===== config.mk =====
export PLATFORM = sky130hd
export DESIGN_NAME = alu_mul_seq_flat
export DESIGN_NICKNAME = d
export VERILOG_FILES = /design/src/rtl/alu_mul_seq_if.sv /design/src/rtl/alu_mul_seq.sv /design/src/flat_wrapper.sv
export SDC_FILE = /design/constraint.sdc
export NUM_CORES = 1
export LEC_CHECK = 0
export ABC_CLOCK_PERIOD_IN_PS = 4100
export CAP_MARGIN = 25
export CORE_MARGIN = 2
export CORE_UTILIZATION = 40
export DETAILED_ROUTE_END_ITERATION = 6
export PLACE_DENSITY = 0.81
export SYNTH_ARGS = -nofsm -noshare
export SYNTH_HDL_FRONTEND = slang
export SYNTH_SLANG_ARGS = --single-unit

===== constraint.sdc =====
create_clock -name clk -period 4.1 [get_ports clk]
set_clock_uncertainty 0.1 [all_clocks]
set_input_delay 1.23 -clock clk [delete_from_list [all_inputs] [get_ports clk]]
set_output_delay 1.23 -clock clk [all_outputs]
set_load 0.1 [all_outputs]

===== src/rtl/alu_mul_seq_if.sv =====
// rtl/alu_mul_seq_if.sv - operand/product handshake bundle for alu_mul_seq
interface alu_mul_seq_if #(
  parameter int WIDTH = 16
);
  logic               in_valid;
  logic               in_ready;
  logic [WIDTH-1:0]   mcand;
  logic [WIDTH-1:0]   mplier;
  logic               out_valid;
  logic               out_ready;
  logic [2*WIDTH-1:0] product;

  modport master (
    output in_valid, mcand, mplier, out_ready,
    input  in_ready, out_valid, product
  );

  modport slave (
    input  in_valid, mcand, mplier, out_ready,
    output in_ready, out_valid, product
  );
endinterface


===== src/rtl/alu_mul_seq.sv =====
// rtl/alu_mul_seq.sv - unsigned shift-add multiplier driving an external ripple adder
// One partial product per clock; the adder sum/carry is shifted back into the accumulator.
module alu_mul_seq #(
  parameter int WIDTH = 16,
  parameter int CNT_W = 5
) (
  input  logic             clk,
  input  logic             rst_n,
  alu_mul_seq_if.slave     bus,
  output logic [WIDTH-1:0] add_a,
  output logic [WIDTH-1:0] add_b,
  output logic             add_cin,
  input  logic [WIDTH-1:0] add_sum,
  input  logic             add_cout
);

  typedef enum logic [1:0] {IDLE, CALC, DONE} state_t;

  state_t               state, state_nxt;
  logic [WIDTH-1:0]     acc_hi, acc_lo, mc;
  logic [CNT_W-1:0]     cnt;
  logic [2*WIDTH-1:0]   product_q;
  logic                 out_valid_q;
  logic                 in_ready;
  logic                 load;
  logic                 last;
  logic [2*WIDTH-1:0]   shifted;

  assign in_ready      = (state == IDLE) | ((state == DONE) & bus.out_ready);
  assign load          = in_ready & bus.in_valid;
  assign last          = (state == CALC) && (cnt == CNT_W'(WIDTH - 1));
  // carry:sum:acc_lo shifted right by one, dropping the consumed multiplier bit
  assign shifted       = {add_cout, add_sum, acc_lo[WIDTH-1:1]};

  assign bus.in_ready  = in_ready;
  assign bus.out_valid = out_valid_q;
  assign bus.product   = product_q;

  assign add_a   = (state == CALC) ? acc_hi : '0;
  assign add_b   = ((state == CALC) && acc_lo[0]) ? mc : '0;
  assign add_cin = 1'b0;

  always_comb begin
    state_nxt = state;
    case (state)
      IDLE:    if (load) state_nxt = CALC;
      CALC:    if (last) state_nxt = DONE;
      DONE:    if (bus.out_ready) state_nxt = load ? CALC : IDLE;
      default: state_nxt = IDLE;
    endcase
  end

  always_ff @(posedge clk or negedge rst_n) begin
    if (!rst_n) begin
      state       <= IDLE;
      acc_hi      <= '0;
      acc_lo      <= '0;
      mc          <= '0;
      cnt         <= '0;
      product_q   <= '0;
      out_valid_q <= 1'b0;
    end else begin
      state <= state_nxt;
      if (load) begin
        mc     <= bus.mcand;
        acc_lo <= bus.mplier;
        acc_hi <= '0;
        cnt    <= '0;
      end else if (state == CALC) begin
        {acc_hi, acc_lo} <= shifted;
        cnt              <= cnt + 1'b1;
      end
      if (last) begin
        product_q   <= shifted;
        out_valid_q <= 1'b1;
      end else if ((state == DONE) && bus.out_ready) begin
        out_valid_q <= 1'b0;
      end
    end
  end

endmodule

===== src/flat_wrapper.sv =====
// flat-port wrapper written by rule: the top's interface ports become plain ports
module alu_mul_seq_flat 
#(
  parameter int WIDTH = 16,
  parameter int CNT_W = 5
)
  (clk, rst_n, add_a, add_b, add_cin, add_sum, add_cout, bus_in_valid, bus_mcand, bus_mplier, bus_out_ready, bus_in_ready, bus_out_valid, bus_product);
  alu_mul_seq_if #(.WIDTH(WIDTH)) bus_i ();
  input  logic clk;
  input  logic rst_n;
  output logic [WIDTH-1:0] add_a;
  output logic [WIDTH-1:0] add_b;
  output logic add_cin;
  input  logic [WIDTH-1:0] add_sum;
  input  logic add_cout;
  input wire logic [$bits(bus_i.in_valid)-1:0] bus_in_valid;
  input wire logic [$bits(bus_i.mcand)-1:0] bus_mcand;
  input wire logic [$bits(bus_i.mplier)-1:0] bus_mplier;
  input wire logic [$bits(bus_i.out_ready)-1:0] bus_out_ready;
  output wire logic [$bits(bus_i.in_ready)-1:0] bus_in_ready;
  output wire logic [$bits(bus_i.out_valid)-1:0] bus_out_valid;
  output wire logic [$bits(bus_i.product)-1:0] bus_product;
  assign bus_i.in_valid = bus_in_valid;
  assign bus_i.mcand = bus_mcand;
  assign bus_i.mplier = bus_mplier;
  assign bus_i.out_ready = bus_out_ready;
  assign bus_in_ready = bus_i.in_ready;
  assign bus_out_valid = bus_i.out_valid;
  assign bus_product = bus_i.product;
  alu_mul_seq #(.WIDTH(WIDTH), .CNT_W(CNT_W)) u_core (.clk(clk), .rst_n(rst_n), .bus(bus_i), .add_a(add_a), .add_b(add_b), .add_cin(add_cin), .add_sum(add_sum), .add_cout(add_cout));
endmodule

Word-level counts from Yosys, hierarchy flattened
Cells that the tools add are included.
- add/subtract/negate cells: 1
- equal/unequal tests: 6
- mux-type cells: 15
- bitwise gates (word level): 3
- reductions and logical operators: 7
- operator list (cell ; number):
    16-bit two-way mux ; 6
    5-bit two-way mux ; 2
    2-bit two-way mux ; 3
    2-bit case mux with 3 select lines ; 1
    5-bit by 1-bit adder with 5-bit output (second input constant) ; 1
    5-bit by 4-bit == test with 1-bit output (second input constant) ; 1
    2-bit by 1-bit inequality test with 1-bit output (second input constant) ; 2
    2-bit nonzero test ; 2
    1-bit logical AND ; 3
    1-bit two-way mux ; 3
    3-bit AND reduction ; 1
    1-bit AND ; 2
    2-bit by 1-bit == test with 1-bit output (second input constant) ; 1
    2-bit == test (second input constant) ; 1
    2-bit zero test ; 1
    2-bit inequality test (second input constant) ; 1
    1-bit bitwise OR ; 1
- register bits after elaboration: 88
- bits of input ports: 53
- output and inout bits: 67
- word-level logic and storage cells: 39

Longest topological paths before layout
Gate-level depths: netlist of the first run.
- word-level depth: 7
- depth in mapped cells: 6
- gate-level depth less buffers: 5

Worst setup path before layout of the first run
No wires, ideal clock.
- path kind: input to output
- from: input bus_out_ready
- to: output bus_in_ready
- data arrival time: 2.742 ns
- required time: 2.770 ns
- setup slack: 0.028 ns
- stages on the path: 2
- buffers on the path: 0
- cells stage by stage: inv_1 -> a21oi_1
- longest elaborated chain between the ends: 2
- ends and longest elaborated chain (element ; RTL line ; source):
    start: declaration ; flat_wrapper.sv:19 ; input wire logic [$bits(bus_i.out_ready)-1:0] bus_out_ready;
    1-bit AND ; alu_mul_seq.sv:29 ; assign in_ready = (state == IDLE) | ((state == DONE) & bus.out_ready);
    1-bit bitwise OR ; alu_mul_seq.sv:29 ;
    end: declaration ; flat_wrapper.sv:20 ; output wire logic [$bits(bus_i.in_ready)-1:0] bus_in_ready;
No other way between the ends.

Final worst setup path of the first run
Same ends and word-level chain as after synthesis.

==> summary.txt, run 1 <==
Clock network
  – CTS hold repair buffers: 0
  – H-tree depth: 3
  – Num CTS Buffers: 9
  – Post-CTS sizing: 0
  – Worst-Skew Late Latency: 340 ps
  – Postcts setup bufs: 0
  – Root Buffer: clkbuf_8
  – Clock Path Buffers: 2
  – CTS Sinks: 88
  – TritonCTS clock tree: done
  – Clk pin slew, worst setup/hold paths: 90 ps

Synthesis
  – Top-count cell post-synth: dfrtp_1
  – Dominant cells by area after synthesis: dfrtp_1 (57%), mux2_4 (11%), and2_1 (5.3%), a221o_1 (4.1%), mux2_1 (3.5%)
  – Register area share after synthesis: 56.6%
  – Share of the synthesized area in the top cell type: 56.6%
  – Yosys synthesis warning count: 0
  – Primary FF master, synth: dfrtp_1
  – Area leader, netlist: dfrtp_1
  – Top cells by count, synth: dfrtp_1 (88), nand2_1 (35), and2_1 (33)
  – Post-synth EDFFs: 0
  – Async set-reset flop share out of synthesis: 100%
  – FF+latch count, synth: 88
  – Post-Syn Area per Cell: 12.7 um2
  – Post-Syn Area: 3890 um2
  – Distinct cells, synth: 28
  – Net Count, Synth: 360
  – Cells after Synth: 305

Worst hold path
  – Min-Delay Path Depth: 1
  – Hold Crit Start: u_core.mc[6]
  – WHS Endpoint: u_core.mc[6]
  – Min-delay worst type: register to register

STA
  – Hold Vio Cnt, Final: 0
  – Worst slew pin tran: 997 ps
  – Final min period: 3560 ps
  – Tcrit/Tclk final: 86.8%
  – Max Fclk: 281 MHz
  – Final Worst Setup Slack: 542 ps
  – Final Max Tran Viols: 0
  – Slew margin rel.: 33.3%
  – Setup TNS Final: 0 ps
  – RSZ-0062 raised after global routing: false
  – Final setup violating endpoints: 0

GRT
  – Vias in the first global route: 2,842
  – First-pass GRT wire length: 13,900 um
  – Largest net degree at the start of global routing: 70
  – Met1 usage: 22.1%
  – Met2 track utilization from global routing: 28.8%
  – Total gr overflow: 0
  – All-Layer GR Usage: 16.9%
  – GRT busiest layer: met2
  – Met3 Usage GRT: 3.32%
  – Initial antenna violation count: 0

Floorplan
  – Core Area: 9330 um2
  – Rows: 35
  – DIE AREA: 10,500 um2
  – Die X: 103 um
  – Die height: 103 um
  – Starting Density: 41.7%
  – Ports: 120

Final layout
  – Seq. cell area: 2200 um2
  – Diode count: 0
  – Final Util: 56.4%
  – Footprint of the multi-input gates: 1530 um2
  – Layout fillers: 791
  – Area grow syn2layout: 35.2%
  – Fin nets: 473
  – Finished Cell Area: 5260 um2
  – Layout cell share with drive strength beyond 1: 22.9%

Worst setup path
  – Crit end category: output pin
  – Worst Path Arrival: 2230 ps
  – Worst r2r src: u_core.cnt[0]
  – RR Endpoint: u_core.bus.product[2]
  – Crit-path max FO: 3
  – R2R depth: 5
  – CP required: 2770 ps
  – R2R Setup Slk: 1910 ps
  – Crit path launch type: primary input
  – Kind of critical path: primary input to output pin

Place
  – Final GP Congestion: 0.750
  – Number of buffers added on ports: 118
  – Dpl hpwl: 5800 um
  – Placed Area: 5070 um2
  – Worst slack, placed: 536 ps

Drt
  – Drc violations: 0
  – DRT antenna net count: 0
  – WL/cell: 15.3 um
  – Pre-Repair DR Iteration Count: 4
  – Final WL: 8450 um
  – DR vias: 2,725
  – DR iter-0 viols: 128
  – DR vias/cell: 4.94

Job
  – Max-cap viol count: 0

Status
  – Outcome: finished clean
-- worst max path at each step --
stage / depth (start not counted) / from / to / slack [ps]
floorplan: 2 / bus_out_ready / bus_in_ready / 30
global placement: 4 / bus_out_ready / bus_in_ready / 550
detailed placement: 4 / bus_out_ready / bus_in_ready / 540
CTS: 4 / bus_out_ready / bus_in_ready / 530
global route: 4 / bus_out_ready / bus_in_ready / 500
finish: 4 / bus_out_ready / bus_in_ready / 540
-- logic make-up after synthesis --
kind of cell             share of synthesized area [%]
XOR/XNOR                                         0.451
multiplexers                                      17.0
AO/OA/AOI/OAI                                     7.63
buffers and inverters                             4.34
adder cells (fa/ha/maj)                          0.643
other                                           0.0964
AND/OR/NAND/NOR                                   13.2
flip-flops                                        56.6
-- placed cells by master, fill, tap and decap left out, drive strengths merged --
cell type / count
clkdlybuf4s50: 84
and2: 33
nor2: 2
xnor2: 1
ha: 2
clkinv: 2
nand2b: 4
a221o: 16
nand2: 36
clkinvlp: 1
conb: 1
mux2: 49
buf: 40
clkbuf: 11
inv: 5
dfrtp: 88
a21oi: 22
o21ai: 3
nand4: 1
and3: 17
nor2b: 2
o21bai: 1
nand3b: 1
xor2: 1
-- flip-flops by register name, summed over array words and instances (netlist names) --
| register | flops |
|---|---|
| u_core.cnt | 5 |
| u_core.state | 2 |
| u_core.bus.product | 32 |
| u_core.bus.out_valid | 1 |
| u_core.acc_lo | 16 |
| u_core.acc_hi | 16 |
| u_core.mc | 16 |
-- metrics by stage --
stage / std cells / hold slack (ps)
final: 552 / 386
after global routing: 552 / 400
after CTS: 552 / 390
after detailed placement: 536 / 370
after global placement: 536 / 362
after floorplan: 305 / 350
-- final cells by class --
| cell class | instances | share of cell area, % |
|---|---|---|
| sequential | 88 | 41.9 |
| multi-input combinational | 192 | 29.0 |
| timing repair buffer | 124 | 22.2 |
| tap | 129 | 3.07 |
| clock buffer | 11 | 2.88 |
| clock inverter | 5 | 0.738 |
| inverter | 3 | 0.214 |
-- critical path: stages --
cell             delay (ps)
clkdlybuf4s50_1         490
inv_1                    60
a21oi_1                 240
buf_12                  210
-- per-layer routing --
metal  routed length, um  vias up
li1                    -     1281
met1                3670     1364
met2                4310       72
met3                 398        8
met4                  75        0
met5                   0        -
Power of run 1 is left out: the tool's default activity adds up to more than one toggle a clock period on the data nets, which glitch-free logic cannot reach.
==> run 2, diff against run 1 <==
==> constraint.sdc (replaced) <==
create_clock -name clk -period 4.1 [get_ports clk]
set_clock_uncertainty 0.1 [all_clocks]
set_input_delay 0.82 -clock clk [delete_from_list [all_inputs] [get_ports clk]]
set_output_delay 0.82 -clock clk [all_outputs]
set_load 0.1 [all_outputs]
==> summary.txt, run 2 (synthesis results as in run 1) <==
STA
  – Hold Vio Cnt, Final: 0
  – Final min period: 3170 ps
  – Slew margin rel.: 33.5%
  – Final Max Tran Viols: 0
  – Tcrit/Tclk final: 77.4%
  – Setup TNS Final: 0 ps
  – Worst slew pin tran: 995 ps
  – RSZ-0062 raised after global routing: false
  – Max Fclk: 315 MHz
  – Final setup violating endpoints: 0

Place
  – Final GP Congestion: 0.767
  – Number of buffers added on ports: 118
  – Dpl hpwl: 5900 um

Worst setup path
  – CP required: 3180 ps
  – Worst r2r src: u_core.state[0]
  – Crit end category: output pin
  – CP startpoint: u_core.state[0]
  – Crit-path max FO: 38
  – Kind of critical path: register to output pin
  – Crit path launch type: register
  – Worst Path Arrival: 2250 ps

GRT
  – Met2 track utilization from global routing: 28.5%
  – First-pass GRT wire length: 13,600 um
  – Met3 Usage GRT: 3.93%
  – Initial antenna violation count: 0
  – GRT busiest layer: met2
  – Total gr overflow: 0
  – Vias in the first global route: 2,796
  – Largest net degree at the start of global routing: 67
  – Met1 usage: 20.7%
  – All-Layer GR Usage: 16.7%

Floorplan
  – Starting Density: 41.7%
  – Core Area: 9330 um2
  – Ports: 120
  – Die height: 103 um
  – DIE AREA: 10,500 um2
  – Rows: 35
  – Die X: 103 um

Drt
  – Pre-Repair DR Iteration Count: 4
  – Final WL: 8580 um
  – DR iter-0 viols: 91
  – DR vias/cell: 4.91
  – DRT antenna net count: 0
  – WL/cell: 15.7 um
  – Drc violations: 0
  – DR vias: 2,689

Status
  – Outcome: finished clean

Final layout
  – Max reg flops: 32
  – Fin nets: 470
  – Area grow syn2layout: 35.5%
  – Footprint of the multi-input gates: 1530 um2
  – Diode count: 0
  – Layout cell share with drive strength beyond 1: 21.7%
  – Seq. cell area: 2200 um2
  – Commonest non-fill, non-tap cell in the layout: dfrtp_1
  – Most frequent cells in the layout: dfrtp_1 (88), clkdlybuf4s50_1 (84), buf_4 (36)
  – Layout fillers: 791

Clock network
  – Num CTS Buffers: 9
  – Clk pin slew, worst setup/hold paths: 80 ps
  – Post-CTS sizing: 0
  – CTS hold repair buffers: 0
  – H-tree depth: 3
  – Postcts setup bufs: 0
  – Clock Path Buffers: 2
  – Worst-Skew Late Latency: 340 ps
  – CTS Sinks: 88
  – TritonCTS clock tree: done
  – Root Buffer: clkbuf_8

Job
  – Max-cap viol count: 0

Worst hold path
  – Hold Crit Start: u_core.mc[13]
  – Min-delay worst type: register to register
-- run 2: changes by cell type in the layout (fill, tap and decap cells not counted), moves of 2 or more --
cell       previous run  this run
bufinv_16             0         3
clkbuf_1              0         2
buf_4                38        36
inv_6                 2         0
-- run 2: per-stage QoR --
| stage | cells | hold WS (ps) | utilization, % | area [um2] | setup WS (ps) |
|---|---|---|---|---|---|
| after floorplan | 305 | 350 | - | 3890 | 848 |
| after global placement | 533 | 362 | 54.0 | 5030 | 1230 |
| after detailed placement | 533 | 369 | 54.0 | 5030 | 1140 |
| after CTS | 548 | 389 | 56.5 | 5270 | 922 |
| after global routing | 548 | 401 | 56.5 | 5270 | 755 |
| final | 548 | 385 | 56.5 | 5270 | 927 |
-- run 2: worst paths after layout --
check	endpoint	slack, ps	cells after the start
setup / recovery	add_b[3]	930	4
hold / removal	u_core.mc[13]	390	1
setup reg to reg	u_core.bus.product[22]	1640	4
hold reg to reg	u_core.mc[13]	390	1
max in group asynchronous	u_core.acc_hi[8]	2610	2
min in group asynchronous	u_core.bus.product[5]	470	1
-- run 2: worst max-delay path, cell delays in order (launching register included) --
cell and delay [ps]:
dfrtp_1 470, nor2b_4 690, buf_12 260, and3_1 190
buf_4 290
-- run 2: layer usage --
metal  up-vias  part of all wire, %
met3        15                  5.1
met2        85                   51
met1      1328                   42
met5         -                    0
met4         0                  1.7
li1       1261                    -
-- run 2: area by class of cell --
class / count / share of cell area [%]
clock buffer: 12 / 2.76
multi-input combinational: 192 / 29.0
timing repair buffer: 121 / 21.5
tap: 129 / 3.06
sequential: 88 / 41.8
clock inverter: 3 / 1.71
inverter: 3 / 0.214
Power of run 2 is left out for the same reason.
